===== src/rtl/tone_pkg.sv =====
// Shared types and helpers for the tone sample feeder.
package tone_pkg;

  localparam int unsigned DefDataW = 24;
  localparam int unsigned DefHpW   = 16;

  typedef enum logic [1:0] {
    StSilent  = 2'd0,
    StPlay    = 2'd1,
    StRelease = 2'd2
  } tone_state_e;

  // Two's-complement negation on a wide container; callers truncate to their width.
  function automatic logic [31:0] tone_negate(input logic [31:0] mag);
    return ~mag + 32'd1;
  endfunction

endpackage


===== src/rtl/tone_envelope.sv =====
// Amplitude ramp register: loads on note start, steps up toward a target or down toward 0,
// saturating at both ends. Used by tone_sample_feeder only when TONE_ENVELOPE_EN is defined.
module tone_envelope #(
  parameter int unsigned MAG_W    = 23,
  parameter int unsigned ENV_STEP = 64
) (
  input  logic             clk_i,
  input  logic             rst_i,
  input  logic             start_i,
  input  logic             up_i,
  input  logic             down_i,
  input  logic [MAG_W-1:0] target_i,
  output logic [MAG_W-1:0] env_q_o,
  output logic [MAG_W-1:0] env_d_o
);

  localparam logic [MAG_W-1:0] Step = MAG_W'(ENV_STEP);

  logic [MAG_W-1:0] env_q, env_d;

  always_comb begin
    env_d = env_q;
    if (start_i) begin
      env_d = (target_i <= Step) ? target_i : Step;
    end else if (up_i) begin
      // Also clamps down if the target was lowered at a boundary.
      env_d = (env_q >= target_i || (target_i - env_q) <= Step) ? target_i : env_q + Step;
    end else if (down_i) begin
      env_d = (env_q <= Step) ? '0 : env_q - Step;
    end
  end

  always_ff @(posedge clk_i) begin
    if (rst_i) begin
      env_q <= '0;
    end else begin
      env_q <= env_d;
    end
  end

  assign env_q_o = env_q;
  assign env_d_o = env_d;

endmodule


===== src/rtl/tone_sample_feeder.sv =====
// Square-wave tone source feeding the codec write port, one sample per accepted write.
// Optional amplitude envelope enabled by defining TONE_ENVELOPE_EN.
module tone_sample_feeder
  import tone_pkg::*;
#(
  parameter int unsigned DATA_W   = DefDataW,
  parameter int unsigned HP_W     = DefHpW,
  parameter int unsigned ENV_STEP = 64
) (
  input  logic              CLOCK_50,
  input  logic              reset,
  input  logic              note_on,
  input  logic [HP_W-1:0]   half_period,
  input  logic [DATA_W-2:0] amplitude,
  input  logic              write_ready,
  output logic              write,
  output logic [DATA_W-1:0] writedata_left,
  output logic [DATA_W-1:0] writedata_right,
  output logic              playing
);

  localparam int unsigned MagW = DATA_W - 1;

  function automatic logic [DATA_W-1:0] make_sample(input logic pol, input logic [MagW-1:0] mag);
    logic [DATA_W-1:0] pos;
    pos = {1'b0, mag};
    return pol ? DATA_W'(tone_negate(32'(pos))) : pos;
  endfunction

  tone_state_e       state_q, state_d, run_st;
  logic [HP_W-1:0]   cnt_q, cnt_d, hp_q, hp_d;
  logic              pol_q, pol_d;
  logic [MagW-1:0]   amp_q, amp_d, mag_d;
  logic [DATA_W-1:0] data_q, data_d;
  logic              accept, boundary, start;
  logic              rel_idle, release_end;

  assign write    = write_ready & ~reset;
  assign accept   = write;
  assign boundary = (cnt_q == hp_q - HP_W'(1));

`ifdef TONE_ENVELOPE_EN
  logic [MagW-1:0] env_q, env_d;

  tone_envelope #(
    .MAG_W   (MagW),
    .ENV_STEP(ENV_STEP)
  ) u_envelope (
    .clk_i   (CLOCK_50),
    .rst_i   (reset),
    .start_i (start),
    .up_i    (accept && (state_d == StPlay)),
    .down_i  (accept && (state_d == StRelease)),
    .target_i(amp_d),
    .env_q_o (env_q),
    .env_d_o (env_d)
  );

  assign rel_idle    = (env_q == '0);
  // Release ends at the first boundary whose step takes the envelope to zero.
  assign release_end = boundary && (env_q <= MagW'(ENV_STEP));
  assign mag_d       = env_d;
`else
  assign rel_idle    = 1'b0;
  assign release_end = boundary;
  assign mag_d       = amp_d;
`endif

  always_comb begin
    state_d = state_q;
    cnt_d   = cnt_q;
    pol_d   = pol_q;
    hp_d    = hp_q;
    amp_d   = amp_q;
    start   = 1'b0;
    run_st  = note_on ? StPlay : StRelease;
    unique case (state_q)
      StSilent: begin
        if (note_on && (half_period != '0)) begin
          start   = 1'b1;
          state_d = StPlay;
          hp_d    = half_period;
          amp_d   = amplitude;
          cnt_d   = '0;
          pol_d   = 1'b0;
        end
      end
      StPlay, StRelease: begin
        // note_on is honoured every cycle; the accept then follows the new state's rules.
        state_d = run_st;
        if ((run_st == StRelease) && rel_idle) begin
          state_d = StSilent;
        end else if (accept) begin
          if (!boundary) begin
            cnt_d = cnt_q + HP_W'(1);
          end else if ((run_st == StRelease) && release_end) begin
            state_d = StSilent;
          end else begin
            cnt_d = '0;
            pol_d = ~pol_q;
            hp_d  = half_period;
            amp_d = amplitude;
            if (half_period == '0) begin
              state_d = StSilent;
            end
          end
        end
      end
      default: state_d = StSilent;
    endcase
    if (state_d == StSilent) begin
      cnt_d = '0;
      pol_d = 1'b0;
    end
  end

  always_comb begin
    data_d = data_q;
    if (state_d == StSilent) begin
      data_d = '0;
    end else if (accept || start) begin
      data_d = make_sample(pol_d, mag_d);
    end
  end

  always_ff @(posedge CLOCK_50) begin
    if (reset) begin
      state_q <= StSilent;
      cnt_q   <= '0;
      pol_q   <= 1'b0;
      hp_q    <= '0;
      amp_q   <= '0;
      data_q  <= '0;
    end else begin
      state_q <= state_d;
      cnt_q   <= cnt_d;
      pol_q   <= pol_d;
      hp_q    <= hp_d;
      amp_q   <= amp_d;
      data_q  <= data_d;
    end
  end

  assign writedata_left  = data_q;
  assign writedata_right = data_q;
  assign playing         = (state_q != StSilent);

endmodule


===== config.mk =====
export PLATFORM = sky130hd
export DESIGN_NAME = tone_sample_feeder
export DESIGN_NICKNAME = d
export VERILOG_FILES = /design/src/rtl/tone_pkg.sv /design/src/rtl/tone_envelope.sv /design/src/rtl/tone_sample_feeder.sv
export SDC_FILE = /design/constraint.sdc
export NUM_CORES = 1
export LEC_CHECK = 0
export ABC_AREA = 1
export CORE_AREA = 3 3 110 133
export CTS_BUF_LIST = sky130_fd_sc_hd__clkbuf_8 sky130_fd_sc_hd__clkbuf_16
export DETAILED_ROUTE_END_ITERATION = 10
export DIE_AREA = 0 0 113 136
export GPL_TIMING_DRIVEN = 0
export PLACE_DENSITY = 0.66
export SETUP_SLACK_MARGIN = 0.15
export SLEW_MARGIN = 10
export SYNTH_ARGS = -nofsm -noshare
export SYNTH_HDL_FRONTEND = slang
export SYNTH_SLANG_ARGS = --single-unit
export TNS_END_PERCENT = 5

===== constraint.sdc =====
create_clock -name CLOCK_50 -period 8.5 [get_ports CLOCK_50]
set_input_delay 1.275 -clock CLOCK_50 [delete_from_list [all_inputs] [get_ports CLOCK_50]]
set_output_delay 1.275 -clock CLOCK_50 [all_outputs]
set_load 0.01 [all_outputs]

# [Word level (Yosys, flattened, before mapping)]
# Cells that the tools add are included.
[op_classes] add_sub_neg=3 eq_ne=9 muxes=31 n_bitwise=4 n_reduce_logical=13
[ops] operator="$mux W16" count=8
[ops] operator="$mux W23" count=4
[ops] operator="$pmux W16 S2" count=2
[ops] operator="$pmux W23 S2" count=1
[ops] operator="$add A24 B1 Y24 const B" count=1
[ops] operator="$mux W24" count=1
[ops] operator="$not A23 Y24" count=1
[ops] operator="$add A16 B1 Y16 const B" count=1
[ops] operator="$eq A16 B16 Y1" count=1
[ops] operator="$logic_not A16 Y1" count=1
[ops] operator="$reduce_bool A16 Y1" count=1
[ops] operator="$sub A16 B1 Y16 const B" count=1
[ops] operator="$mux W2" count=6
[ops] operator="$ne A2 B2 Y1 const B" count=4
[ops] operator="$mux W1" count=7
[ops] operator="$reduce_and A5 Y1" count=1
[ops] operator="$eq A2 B2 Y1 const B" count=2
[ops] operator="$logic_not A2 Y1" count=2
[ops] operator="$pmux W2 S2" count=1
[ops] operator="$reduce_and A4 Y1" count=1
[ops] operator="$reduce_bool A2 Y1" count=2
[ops] operator="$reduce_or A2 Y1" count=2
[ops] operator="$ne A3 B3 Y1 const B" count=1
[ops] operator="$eq A2 B1 Y1 const B" count=1
[ops] operator="5 further kinds" count=7
[word_totals] reg_bits=82 input_bits=43 output_inout_bits=50 wordCells=66

# [Longest topological paths before layout]
# Gate-level depths: netlist (run 1).
[depth] ltp_word=10 ltp_mapped=30 depth_no_buf=29

# [Least setup slack after synthesis (run 1)]
# Ideal clock, no wire load.
[synth_timing] path_kind="input-to-reg" from="input half_period[9]" to="register data_q[22] (netlist: writedata_left[22])" setup_time_ns=0.109 arrival_time_ns=3.418 setup_slack_ns=4.973 stages=21 path_buffers=1 path_cell_list="nor4_1 and3_1 nand3_1 nand2_1 buf_2 nand2_1 o21ai_0 o21ai_0 inv_1 nand2_1 nand2_1 ha_1 inv_1 a21oi_1 nand3_1 o21ai_2 nand2_1 nand2_1 nand3_1 nand2_1 inv_1"
[synth_between] elab_chain_len=9
[synth_rtl] item="start, declared" line_no="tone_sample_feeder.sv:13" text="input logic [HP_W-1:0] half_period,"
[synth_rtl] item="branches (longest 9 deep; another with $add A24 B1 Y24)"
[synth_rtl] item="end signal, assigned" line_no="tone_sample_feeder.sv:140" text="data_q <= data_d;"
[synth_rtl] item="end, declared" line_no="tone_sample_feeder.sv:34" text="logic [DATA_W-1:0] data_q, data_d;"
# Several ways; the timed one is not identified.
# A chain may end at the register's enable or synchronous reset.

# [Worst setup path after layout (run 1)]
[layout_timing] from="input half_period[1]" to="register data_q[22] (netlist: writedata_left[22])"
# The elaborated chain is that of the path after synthesis.

==> results of run 1 <==
[cell usage after synthesis, types with 4 or more instances]
master / n / area share
nor3_1: 13 / 0.011
buf_2: 9 / 0.0075
nor2_4: 6 / 0.011
o21ai_1: 6 / 0.0050
nand3_2: 7 / 0.012
a21o_1: 4 / 0.0050
nand3b_1: 9 / 0.011
o211ai_1: 4 / 0.0050
nand2_1: 274 / 0.17
a211oi_1: 12 / 0.015
a21oi_1: 29 / 0.024
o21ai_0: 65 / 0.054
ha_1: 5 / 0.010
buf_4: 26 / 0.032
nor2_1: 131 / 0.082
clkbuf_1: 20 / 0.012
nor4_1: 6 / 0.0062
dfxtp_1: 82 / 0.27
xnor2_1: 9 / 0.013
nand4_1: 6 / 0.0062
nand2_2: 16 / 0.017
nand3_1: 86 / 0.072
xor2_1: 13 / 0.019
nor2_2: 13 / 0.014
inv_1: 142 / 0.089
[sequential cells by signal, indices dropped and copies added, names as in the netlist]
name	flops
amp_q	23
cnt_q	16
hp_q	16
pol_q	1
state_q	2
writedata_left	24
[worst paths after layout]
kind	to	start	slack [ns]
setup / recovery	writedata_left[22]$_SDFFE_PP0P_	half_period[1]	4.13
hold / removal	hp_q[15]$_SDFFE_PP0P_	hp_q[15]$_SDFFE_PP0P_	0.49
setup reg to reg	writedata_left[22]$_SDFFE_PP0P_	hp_q[0]$_SDFFE_PP0P_	4.72
hold reg to reg	hp_q[15]$_SDFFE_PP0P_	hp_q[15]$_SDFFE_PP0P_	0.49
[per-layer routing]
metal	global-route usage	share of wire	up-vias
li1	-	-	3357
met1	0.2602	0.41	2902
met2	0.4493	0.53	132
met3	0.02538	0.026	35
met4	0.1129	0.035	0
met5	0	0	-
[cell type report]
class	instances	share of cell area
sequential	82	0.2207
clock buffer	10	0.03213
clock inverter	6	0.008915
timing repair buffer	91	0.1225
inverter	147	0.07452
multi-input combinational	724	0.4646
tap	168	0.02826
buffer	61	0.04844
[metrics by stage]
| step | setup slack, ns | instances |
|---|---|---|
| floorplan | 4.973 | 1014 |
| detailed placement | 3.772 | 1273 |
| global route | 3.727 | 1289 |
| CTS | 4.143 | 1289 |
| finish | 4.125 | 1289 |
| global placement | 3.708 | 1273 |
[cells by family after synthesis]
family                     after synthesis
xor gates and xnor gates                22
buffers and inverters                  208
adders and majority gates                5
and+or+nand+nor                        572
AOI/OAI and AO/OA                      125
DFF                                     82
[worst register-to-register path, stage by stage (launching register included)]
cell      delay (ns)
dfxtp_1         0.33
inv_1           0.15
ha_1            0.25
nand2_1         0.11
nor2_1          0.24
nand3_1         0.17
nand3_2         0.12
inv_2           0.03
nor2_1          0.09
nand2_1         0.07
nor2_2          0.09
nand3_2         0.12
nor2_4          0.26
nand3b_1        0.11
nand3_1         0.07
nand2_1         0.05
nand2_1         0.20
ha_1            0.24
inv_1           0.05
a21oi_1         0.13
nand3_1         0.18
o21ai_2         0.27
nand2_1         0.07
nand2_1         0.06
nand3_1         0.10
nand2_1         0.08
inv_1           0.03
[where the power goes]
part	internal [W]	switching, W	total [W]
Clock	0.000236	0.000171	0.000407
Sequential	0.000443	0.0000466	0.000490
Combinational	0.000338	0.000550	0.000888
[layout by cell type, fill, tap and decap left out, types with 4 or more instances in the layout]
cell and n:
o21ai_1 6, nor3_1 13, a211oi_1 12, xor2_1 13, ha_1 5, nor4_1 6, nand4_1 6, nor2_2 13
o211ai_1 4, nor2_1 131, xnor2_1 9, nand2_2 16, dfxtp_1 82, clkbuf_1 20, clkdlybuf4s50_1 91, a21o_1 4
nand3_2 7, a21oi_1 29, o21ai_0 65, clkbuf_16 9, buf_4 26, nand2_1 274, inv_1 142, nor2_4 6
nand3b_1 9, buf_2 9, nand3_1 86
==> impl_metrics.toml, run 1 <==
[die]
floorplan.initialDensity = 0.4502
chipWidth_um = 113
rows = 46
area_inside_the_core_boundary_um2 = 13350
floorplan.io_pins = 93
fp.dieArea_um2 = 15370
chipHeight_um = 136

[cts]
cts_buffers = 9
cts_tree = "yes"
cts-htree-levels = 3
postCtsResizedCells = 0
cts_hold_repair.buffers = 0
clkTransAtPathRegs_ns = 0.06
cts_num_sinks = 82
postCtsSetupRepairBufs = 0
max-clock-path-buffers = 2
clock_insertion_delay_worst_skew_ns = 0.35
cts_root_buffer = "clkbuf_16"

[synth]
ys_async_rst_share = 0
synth_flop_cell = "dfxtp_1"
syn_area_um2 = 6012
avgSynthCellArea_um2 = 5.929
synthesized_net_count = 1062
synthXorXnorAreaFrac = 0.03205
synth.distinct_cells = 38
ys_warn_count = 0
synth_edf_count = 0
share_of_the_synthesized_area_in_compound_gates_ao_oa_aoi_oai = 0.1149
total_of_flip_flops_plus_latches_after_synthesis = 82
synth_top_family_by_area = "simple AND/OR/NAND/NOR gates"
synth_simple_gate_area_frac = 0.4175
synth_seq_area_share = 0.2730
synth_adder_area_share = 0.01041
postSynthCellCount = 1014
yosys-mux-area-fraction = 0

[place]
io_buffers = 91
placed_area_um2 = 7133
detailedPlacementHpwl_mm = 14.03
weighted_congestion_at_the_end_of_routability_driven_global_placement = 0.8755

[worst_setup_path]
worst_r2r_path_depth = 26
crit_type = "in2reg"
setup.worst_path.start_class = "primary input"
cp_num_cells = 21
path_common_cell = "nand2_1"
timing.critical_path.max_delay_family = "simple AND/OR/NAND/NOR gates"
slowest_stage = "nor4_1"
path_cells = "clkdlybuf4s50_1, nor4_1, nand3_1, nand2_1, buf_2, nand2_1, o21ai_0, o21ai_0, inv_1, nand2_1, nand2_1, ha_1, inv_1, a21oi_1, nand3_1, o21ai_2, nand2_1, nand2_1, nand3_1, nand2_1, inv_1"
stage_delay_of_the_slowest_cell_on_the_critical_path_ns = 0.46
worst-path-buf-inv = 5
worstSetupEndpointType = "flop"
worst_ep_arrival_time_ns = 4.62
critPathMaxFanout = 10
worstPathRequired_ns = 8.75

[timing]
fmax_mhz = 228.6
timing.setup.tns_ns = 0
hold_slack_ns = 0.4861
worst_pin_slew_ns = 0.6323
final.period_utilization = 0.5147
final-max-slew-violation-count = 0
period_minus_slack_ns = 4.375
finalClockSkew_ns = 0.008952
timing.max_slew.rel_slack = 0.5740
number_of_failing_setup_endpoints_in_the_final_timing_report = 0
rsz0062_at_grt = "false"
report.final.hold_viol_count = 0

[global_routing]
global_route_wire_length_before_repair_mm = 29.32
first_global_vias = 6148
track_usage = 0.2367
grt-ovfl-total = 0
grt_start_max_net_pins = 15
grt_antenna_before_repair = 0

[route]
route.detailed.vias_per_inst = 4.985
drcViolationCount = 0
wirelength_per_cell_um = 13.71
drt.antenna.violating_nets = 0
detailroute.via_count = 6426
detailedRoute.firstPassIterationCount = 4
detailed_route_iter0_violations = 360
wirelength_mm = 17.67

[pwr]
power.total_w = 0.001785
p_leak_nw = 3.531
power.density_nw_per_um2 = 239.9
irDropWorstVdd_mv = 0.1310

[cells_and_area]
seq_area_um2 = 1642
layout.core_utilization = 0.5571
n_fill_cell = 1419
final_net_count = 1164
multiInputGateArea_um2 = 3456
area.growth.synth_to_final_pct = 23.73
num_antenna_cells = 0
share_of_cells_above_drive_strength_1 = 0.09188
finalInstanceArea_um2 = 7438

[run]
maxCapViolCount = 0

[outcome]
status = "finished, final reports clean"

[min_path]
hp-class = "reg2reg"
holdPathStages = 2
Note: power is estimated with default switching activity, not from simulation.
==> run 2, diff against run 1 <==
--- a/config.mk
+++ b/config.mk
@@ -11,7 +11,7 @@
 export DETAILED_ROUTE_END_ITERATION = 10
 export DIE_AREA = 0 0 113 136
 export GPL_TIMING_DRIVEN = 0
-export PLACE_DENSITY = 0.66
+export PLACE_DENSITY = 0.68
 export SETUP_SLACK_MARGIN = 0.15
 export SLEW_MARGIN = 10
 export SYNTH_ARGS = -nofsm -noshare
==> constraint.sdc (replaced) <==
create_clock -name CLOCK_50 -period 3.8 [get_ports CLOCK_50]
set_input_delay 0.57 -clock CLOCK_50 [delete_from_list [all_inputs] [get_ports CLOCK_50]]
set_output_delay 0.57 -clock CLOCK_50 [all_outputs]
set_load 0.01 [all_outputs]
==> run 2 against run 1 <==
Sequential share of layout area shrank 0.34 points. Flip-flop and latch count stayed put. Cell count up 0.39%. Via count up 1.5%. Global-route usage shrank 0.60 points. Clock power increased by 130%. Hold slack got worse by 0.0045 ns. Combinational power up 130%. Utilization grew 0.87 points. Largest cell class unchanged. Clock-buffer cell count did not move.
==> impl_metrics.toml, run 2 (synthesis gave the netlist of run 1 again) <==
[place]
weighted_congestion_at_the_end_of_routability_driven_global_placement = 0.8656
dp.cells = 1273
io_buffers = 91
placed_area_um2 = 7133
detailedPlacementHpwl_mm = 13.81
placement.setup.worst_slack_ns = -0.2333

[route]
detailedRoute.firstPassIterationCount = 5
route.detailed.vias_per_inst = 5.042
drcViolationCount = 0
detailroute.via_count = 6524
drt.antenna.violating_nets = 0
detailed_route_iter0_violations = 407
wirelength_mm = 17.60
wirelength_per_cell_um = 13.60

[cts]
clock_insertion_delay_worst_skew_ns = 0.34
cts_tree = "yes"
cts-htree-levels = 3
max-clock-path-buffers = 2
cts_buffers = 9
cts_root_buffer = "clkbuf_16"
cts_num_sinks = 82
clkTransAtPathRegs_ns = 0.06

[run]
maxCapViolCount = 0

[timing]
final-max-slew-violation-count = 0
final.period_utilization = 0.8809
hold_slack_ns = 0.4816
worst_pin_slew_ns = 0.6027
finalClockSkew_ns = 0.007946
fmax_mhz = 298.7
timing.max_slew.rel_slack = 0.5951
report.final.hold_viol_count = 0
period_minus_slack_ns = 3.347
postLayoutSetupSlackWorst_ns = 0.4527
rsz0062_at_grt = "true"
number_of_failing_setup_endpoints_in_the_final_timing_report = 0
timing.setup.tns_ns = 0

[die]
chipHeight_um = 136
floorplan.io_pins = 93
area_inside_the_core_boundary_um2 = 13350
chipWidth_um = 113
fp.dieArea_um2 = 15370
rows = 46
floorplan.initialDensity = 0.4502

[global_routing]
grt_antenna_before_repair = 0
grt_start_max_net_pins = 14
grt-ovfl-total = 0
track_usage = 0.2308
global_route_wire_length_before_repair_mm = 28.77
first_global_vias = 6153

[pwr]
irDropWorstVdd_mv = 0.3825
power.density_nw_per_um2 = 537.2
p_seq_frac = 0.271
p_comb_frac = 0.498
power.share.switching = 0.4204
power.net_switching_w = 0.001706
clockPowerShare = 0.232
p_leak_nw = 3.597
internal-power_w = 0.002352

[min_path]
hp-class = "reg2reg"

[worst_setup_path]
setup.worst_path.start_class = "flop"
worstPathRequired_ns = 4.02
worst_ep_arrival_time_ns = 3.57
crit_type = "reg2reg"
worstSetupEndpointType = "flop"
critPathMaxFanout = 10

[cells_and_area]
num_antenna_cells = 0
layout_commonest_cell = "nand2_1"
layout.cells.most_common_list = "nand2_1 (270), inv_1 (142), nor2_1 (128)"
final_net_count = 1169
finalInstanceArea_um2 = 7555
instances_no_fill = 1294
share_of_cells_above_drive_strength_1 = 0.1092
area.growth.synth_to_final_pct = 25.66
largest_register_ffs = 24

[outcome]
status = "finished, final reports clean"
## run 2: critical path: stages, from the launching register on
cell     delay [ns]
dfxtp_1        0.33
inv_2          0.11
ha_2           0.23
nand2_1        0.14
nor2_4         0.14
nand3_1        0.13
nand3_2        0.12
inv_2          0.03
nor2_1         0.09
nand2_1        0.07
nor2_2         0.09
nand3_2        0.12
nor2_4         0.16
buf_4          0.16
buf_6          0.14
o32ai_1        0.08
nand2_1        0.10
nor2_1         0.07
nor2_2         0.25
inv_1          0.14
nand2_1        0.16
buf_2          0.28
nor2_1         0.08
## run 2: power groups by stage
stage	clock network, W	logic [W]	registers [W]
floorplan	0	0.00137	0.00111
global placement	0	0.00196	0.00111
detailed placement	0	0.00198	0.00111
CTS	0.000961	0.00199	0.00110
global route	0.00100	0.00227	0.00112
finish	0.000940	0.00202	0.00110
## run 2: path summary, 6_finish.rpt
| kind | cells after the start | from | end | slack (ns) |
|---|---|---|---|---|
| max | 22 | hp_q[0]$_SDFFE_PP0P_ | cnt_q[11]$_SDFFE_PP0P_ | 0.45 |
| min reg2reg | 2 | hp_q[15]$_SDFFE_PP0P_ | hp_q[15]$_SDFFE_PP0P_ | 0.48 |
| min | 2 | hp_q[15]$_SDFFE_PP0P_ | hp_q[15]$_SDFFE_PP0P_ | 0.48 |
| max reg2reg | 22 | hp_q[0]$_SDFFE_PP0P_ | cnt_q[11]$_SDFFE_PP0P_ | 0.45 |
## run 2: layout make-up
type                    count  area (um^2)
clock inverters             6        81.33
inverters                 147        554.3
repair buffers             96        948.4
well taps                 168        210.2
plain buffers              61        370.4
flip-flops and latches     82         1642
multi-input cells         724         3510
clock buffers              10        239.0
fillers                  1390         5798
## run 2: metrics by stage
| step | total power [W] | utilization |
|---|---|---|
| global placement | 0.003073 | 0.5342 |
| finish | 0.004058 | 0.5658 |
| global route | 0.004385 | 0.5658 |
| CTS | 0.004049 | 0.5600 |
| detailed placement | 0.003090 | 0.5342 |
| floorplan | 0.002479 | - |
## run 2: metal layers
metal,vias to the layer above,global-route usage,wire [um]
met5,-,0,0
met4,0,0.09886,616
met3,39,0.04675,692
met2,156,0.4404,9422
met1,2957,0.2427,6868
li1,3372,-,-
## run 2: timing repair
item	4_1_cts	5_1_grt
pin swaps	1	6
hold buffers	0	0
endpoints found under the hold margin	0	0
buffers inserted	2	3
setup endpoints to repair	6	52
gates resized for setup	2	25
==> RTL edit 1: new RTL, settings of run 2 <==
Take the reset off `hp_q` and `data_q` and load them in a clocked block of their own.
--- a/src/rtl/tone_sample_feeder.sv
+++ b/src/rtl/tone_sample_feeder.sv
@@ -128,17 +128,18 @@
       state_q <= StSilent;
       cnt_q   <= '0;
       pol_q   <= 1'b0;
-      hp_q    <= '0;
       amp_q   <= '0;
-      data_q  <= '0;
     end else begin
       state_q <= state_d;
       cnt_q   <= cnt_d;
       pol_q   <= pol_d;
-      hp_q    <= hp_d;
       amp_q   <= amp_d;
-      data_q  <= data_d;
     end
+  end
+
+  always_ff @(posedge CLOCK_50) begin
+    hp_q   <= hp_d;
+    data_q <= data_d;
   end
 
   assign writedata_left  = data_q;
Behaviour: not the same (a bounded check fails within 4 cycles, from zero or initial values and one cycle with reset high).
==> RTL edit 1 against run 2 <==
  * Design area barely moved
  * Global-route usage shrank 1.0 points
  * Die area did not move
  * Synthesized area rose by 0.27%
  * Non-clock buffer count down 7
  * Sequential cell count is the same
  * First-iteration DRC count shrank 11%
  * Total power shrank 2.3%
  * Routed wire length down 5.0%
  * Hold slack gained 0.020 ns
  * Worst setup slack worse by 0.029 ns
  * Clock power grew 3.7%
==> RTL edit 1: results (changes against run 2) <==
- Synth cell count leaders: 253 x nand2_1, 143 x inv_1, 127 x nor2_1
- Pin count of the biggest net entering global routing: 15 (+1)
- Post-synth EDFFs: 16 (+16)
- Layout filler cell count: 1354 (-2.6%)
- Data buffer area share: 0.171 (-0.00353)
- Met1 wire length: 7.19 mm (+4.6%)
- Fmax: 296 MHz (-0.86%)
- Slowest cell delay on critical path: 0.42 ns (+0.09 ns)
- Non-clock inverter total of the final layout: 149 (+1.4%)
- DR vias: 6038 (-7.4%)
- Sequential cell count: 82 (unchanged)
- Run status: finished, final reports clean
- Met1 Use GR: 0.256 (+0.0134)
- Clock-cell share: 0.0444 (+0.00202)
- Total GRT Usage: 0.220 (-0.0105)
- Met2 wire length: 8.60 mm (-8.8%)
- R2R setup slack: 0.42 ns (-0.03 ns)
- Initial drt markers: 364 (-11%)
- Global placer's final weighted congestion: 0.887 (+2.5%)
- Dominant cells by area after synthesis: dfxtp_1 22%, nand2_1 16%, inv_1 8.9%, edfxtp_1 8.0%, nor2_1 7.9%
- Met3 global-route usage: 0.0303 (-0.0165)
- Post-DP HPWL: 12.9 mm (-6.8%)
- Total setup buffers inserted after CTS: 0 (-2)
- Vias in the first global route: 5848 (-5.0%)
- Metal3 WL: 624 um (-9.8%)
## RTL edit 1: cell families (layout without fill, tap and decap cells)
family,count (synthesis),after routing,share of synthesized area
and+or+nand+nor,516,516,0.380
buffers and inverters,207,315,0.153
adders and majority gates,5,5,0.0104
DFF,82,82,0.299
AOI/OAI and AO/OA,123,123,0.115
xor gates and xnor gates,29,29,0.0421
## RTL edit 1: worst min-delay path by stage
stage | from | endpoint | slack [ns]
6_report | cnt_q[7]$_SDFFE_PP0P_ | cnt_q[7]$_SDFFE_PP0P_ | 0.50
4_1_cts | cnt_q[7]$_SDFFE_PP0P_ | cnt_q[7]$_SDFFE_PP0P_ | 0.51
3_5_place_dp | cnt_q[7]$_SDFFE_PP0P_ | cnt_q[7]$_SDFFE_PP0P_ | 0.50
5_1_grt | cnt_q[7]$_SDFFE_PP0P_ | cnt_q[7]$_SDFFE_PP0P_ | 0.54
3_3_place_gp | cnt_q[7]$_SDFFE_PP0P_ | cnt_q[7]$_SDFFE_PP0P_ | 0.49
2_1_floorplan | cnt_q[7]$_SDFFE_PP0P_ | cnt_q[7]$_SDFFE_PP0P_ | 0.47
## RTL edit 1: report_power, final
part | leakage [nW] | switching (mW) | internal (mW) | total, mW
clock | 0.166 | 0.371 | 0.604 | 0.975
combinational | 2.71 | 0.983 | 0.811 | 1.79
sequential | 0.693 | 0.123 | 1.07 | 1.19
total | 3.57 | 1.48 | 2.49 | 3.96
## RTL edit 1: stage by stage
stage	area [sq um]	instances
5_1_grt	7550	1238
3_5_place_dp	7170	1222
4_1_cts	7510	1238
6_report	7550	1238
2_1_floorplan	6030	962
3_3_place_gp	7150	1221
==> RTL edit 2: new RTL, settings of run 2 <==
Made on the original files. `DefDataW`: 24 -> 12.
--- a/src/rtl/tone_pkg.sv
+++ b/src/rtl/tone_pkg.sv
@@ -1,7 +1,7 @@
 // Shared types and helpers for the tone sample feeder.
 package tone_pkg;
 
-  localparam int unsigned DefDataW = 24;
+  localparam int unsigned DefDataW = 12;
   localparam int unsigned DefHpW   = 16;
 
   typedef enum logic [1:0] {
Ports: changed (resized amplitude, writedata_left and writedata_right); port bits go from 93 to 57. The function was not compared with the original's and may differ.
==> RTL edit 2 against run 2 <==
  * Critical endpoint is now writedata_left[6]$_SDFFE_PP0P_
  * Synthesized area down 31%
  * Largest cell class unchanged
  * Hold slack gained 0.018 ns
  * Worst setup slack improved by 0.22 ns
  * Routed wire length fell by 38%
  * Sequential cell count shrank 24
  * Total power fell by 32%
  * Design area is 31% lower
==> RTL edit 2: results (changes against run 2) <==
- Run status: finished, final reports clean
- Total GRT Usage: 0.144 (-0.0863)
- Worst Setup EP: writedata_left[6]$_SDFFE_PP0P_
- Global-route wire length before repair: 17.9 mm (-38%)
- Dominant cells by area after synthesis: dfxtp_1 28%, nand2_1 13%, inv_1 7.9%, nor2_1 7.5%, nand3_1 4.6%
- Global placer's final weighted congestion: 0.867 (+0.21%)
- Design Area, Final: 5200 sq um (-31%)
- GR Util met2: 0.246 (-0.194)
- Pin count of the biggest net entering global routing: 11 (-3)
- DR vias: 4117 (-37%)
- Ys Warns: 0 (unchanged)
- Multi-input combinational area share: 0.464 (-0.00100)
- Final nets: 742 (-37%)
- Data buffer area share: 0.151 (-0.0240)
- Leak: 2.30 nW (-36%)
- Final Skew: 0.00938 ns (+0.00143 ns)
- Initial drt markers: 229 (-44%)
- Critical path's top delay family: simple AND/OR/NAND/NOR gates
- Synth cell count leaders: 146 x nand2_1, 87 x inv_1, 83 x nor2_1
- Fraction of layout cells with a size suffix above 1: 0.155 (+0.0455)
- IO buf count: 56 (-38%)
- Predominant post-synthesis flop cell: dfxtp_1
- Seq cells post-synth: 58 (-29%)
- Slowest cell delay on critical path: 0.31 ns (-0.02 ns)
- Post-Route WL: 10.8 mm (-38%)
- Maximum resistive drop on vdd: 0.243 mV (-37%)
- Syn nets: 675 (-36%)
- Comb_multi_in: 451 (-38%)
- Metal3 WL: 654 um (-5.5%)
- Met3 global-route usage: 0.0374 (-0.00935)
- Non-clock inverter total of the final layout: 96 (-35%)
- Worst Tran Pin Value: 0.720 ns (+0.117 ns)
- Met1 wire length: 4.78 mm (-30%)
- Vias in the first global route: 3809 (-38%)
- Clock-cell share: 0.0524 (+0.0100)
- Storage cell area: 1160 sq um (-29%)
- Post-DP HPWL: 8.25 mm (-40%)
- DP Area: 4930 sq um (-31%)
- Met1 Use GR: 0.177 (-0.0661)
- Sequential fraction of the synthesis area: 0.279 (+0.00622)
- Met2 wire length: 5.19 mm (-45%)
- Total setup buffers inserted after CTS: 0 (-2)
- Non-clk bufs: 90 (-43%)
- Resize count post-CTS: 0 (-2)
- Cell variety after synth: 42 (+11%)
[RTL edit 2: stage by stage]
stage / hold slack (ns) / power (mW) / instances / setup WS [ns]
after detailed placement: 0.491 / 2.03 / 863 / 0.377
after CTS: 0.504 / 2.80 / 879 / 0.617
after global placement: 0.485 / 2.02 / 863 / 0.355
after global routing: 0.523 / 2.99 / 879 / 0.232
after floorplan: 0.453 / 1.69 / 639 / 1.07
final: 0.500 / 2.76 / 879 / 0.668
[RTL edit 2: cells by family after synthesis]
group / Yosys count / share of synthesized area
adders and majority gates: 5 / 0.0150
xor gates and xnor gates: 17 / 0.0358
AOI/OAI and AO/OA: 78 / 0.128
buffers and inverters: 130 / 0.141
DFF: 58 / 0.279
and+or+nand+nor: 351 / 0.401
[RTL edit 2: power breakdown]
part	internal, mW	switching, mW	leakage (nW)
registers	0.700	0.0815	0.475
logic	0.494	0.737	1.69
clock network	0.452	0.294	0.135
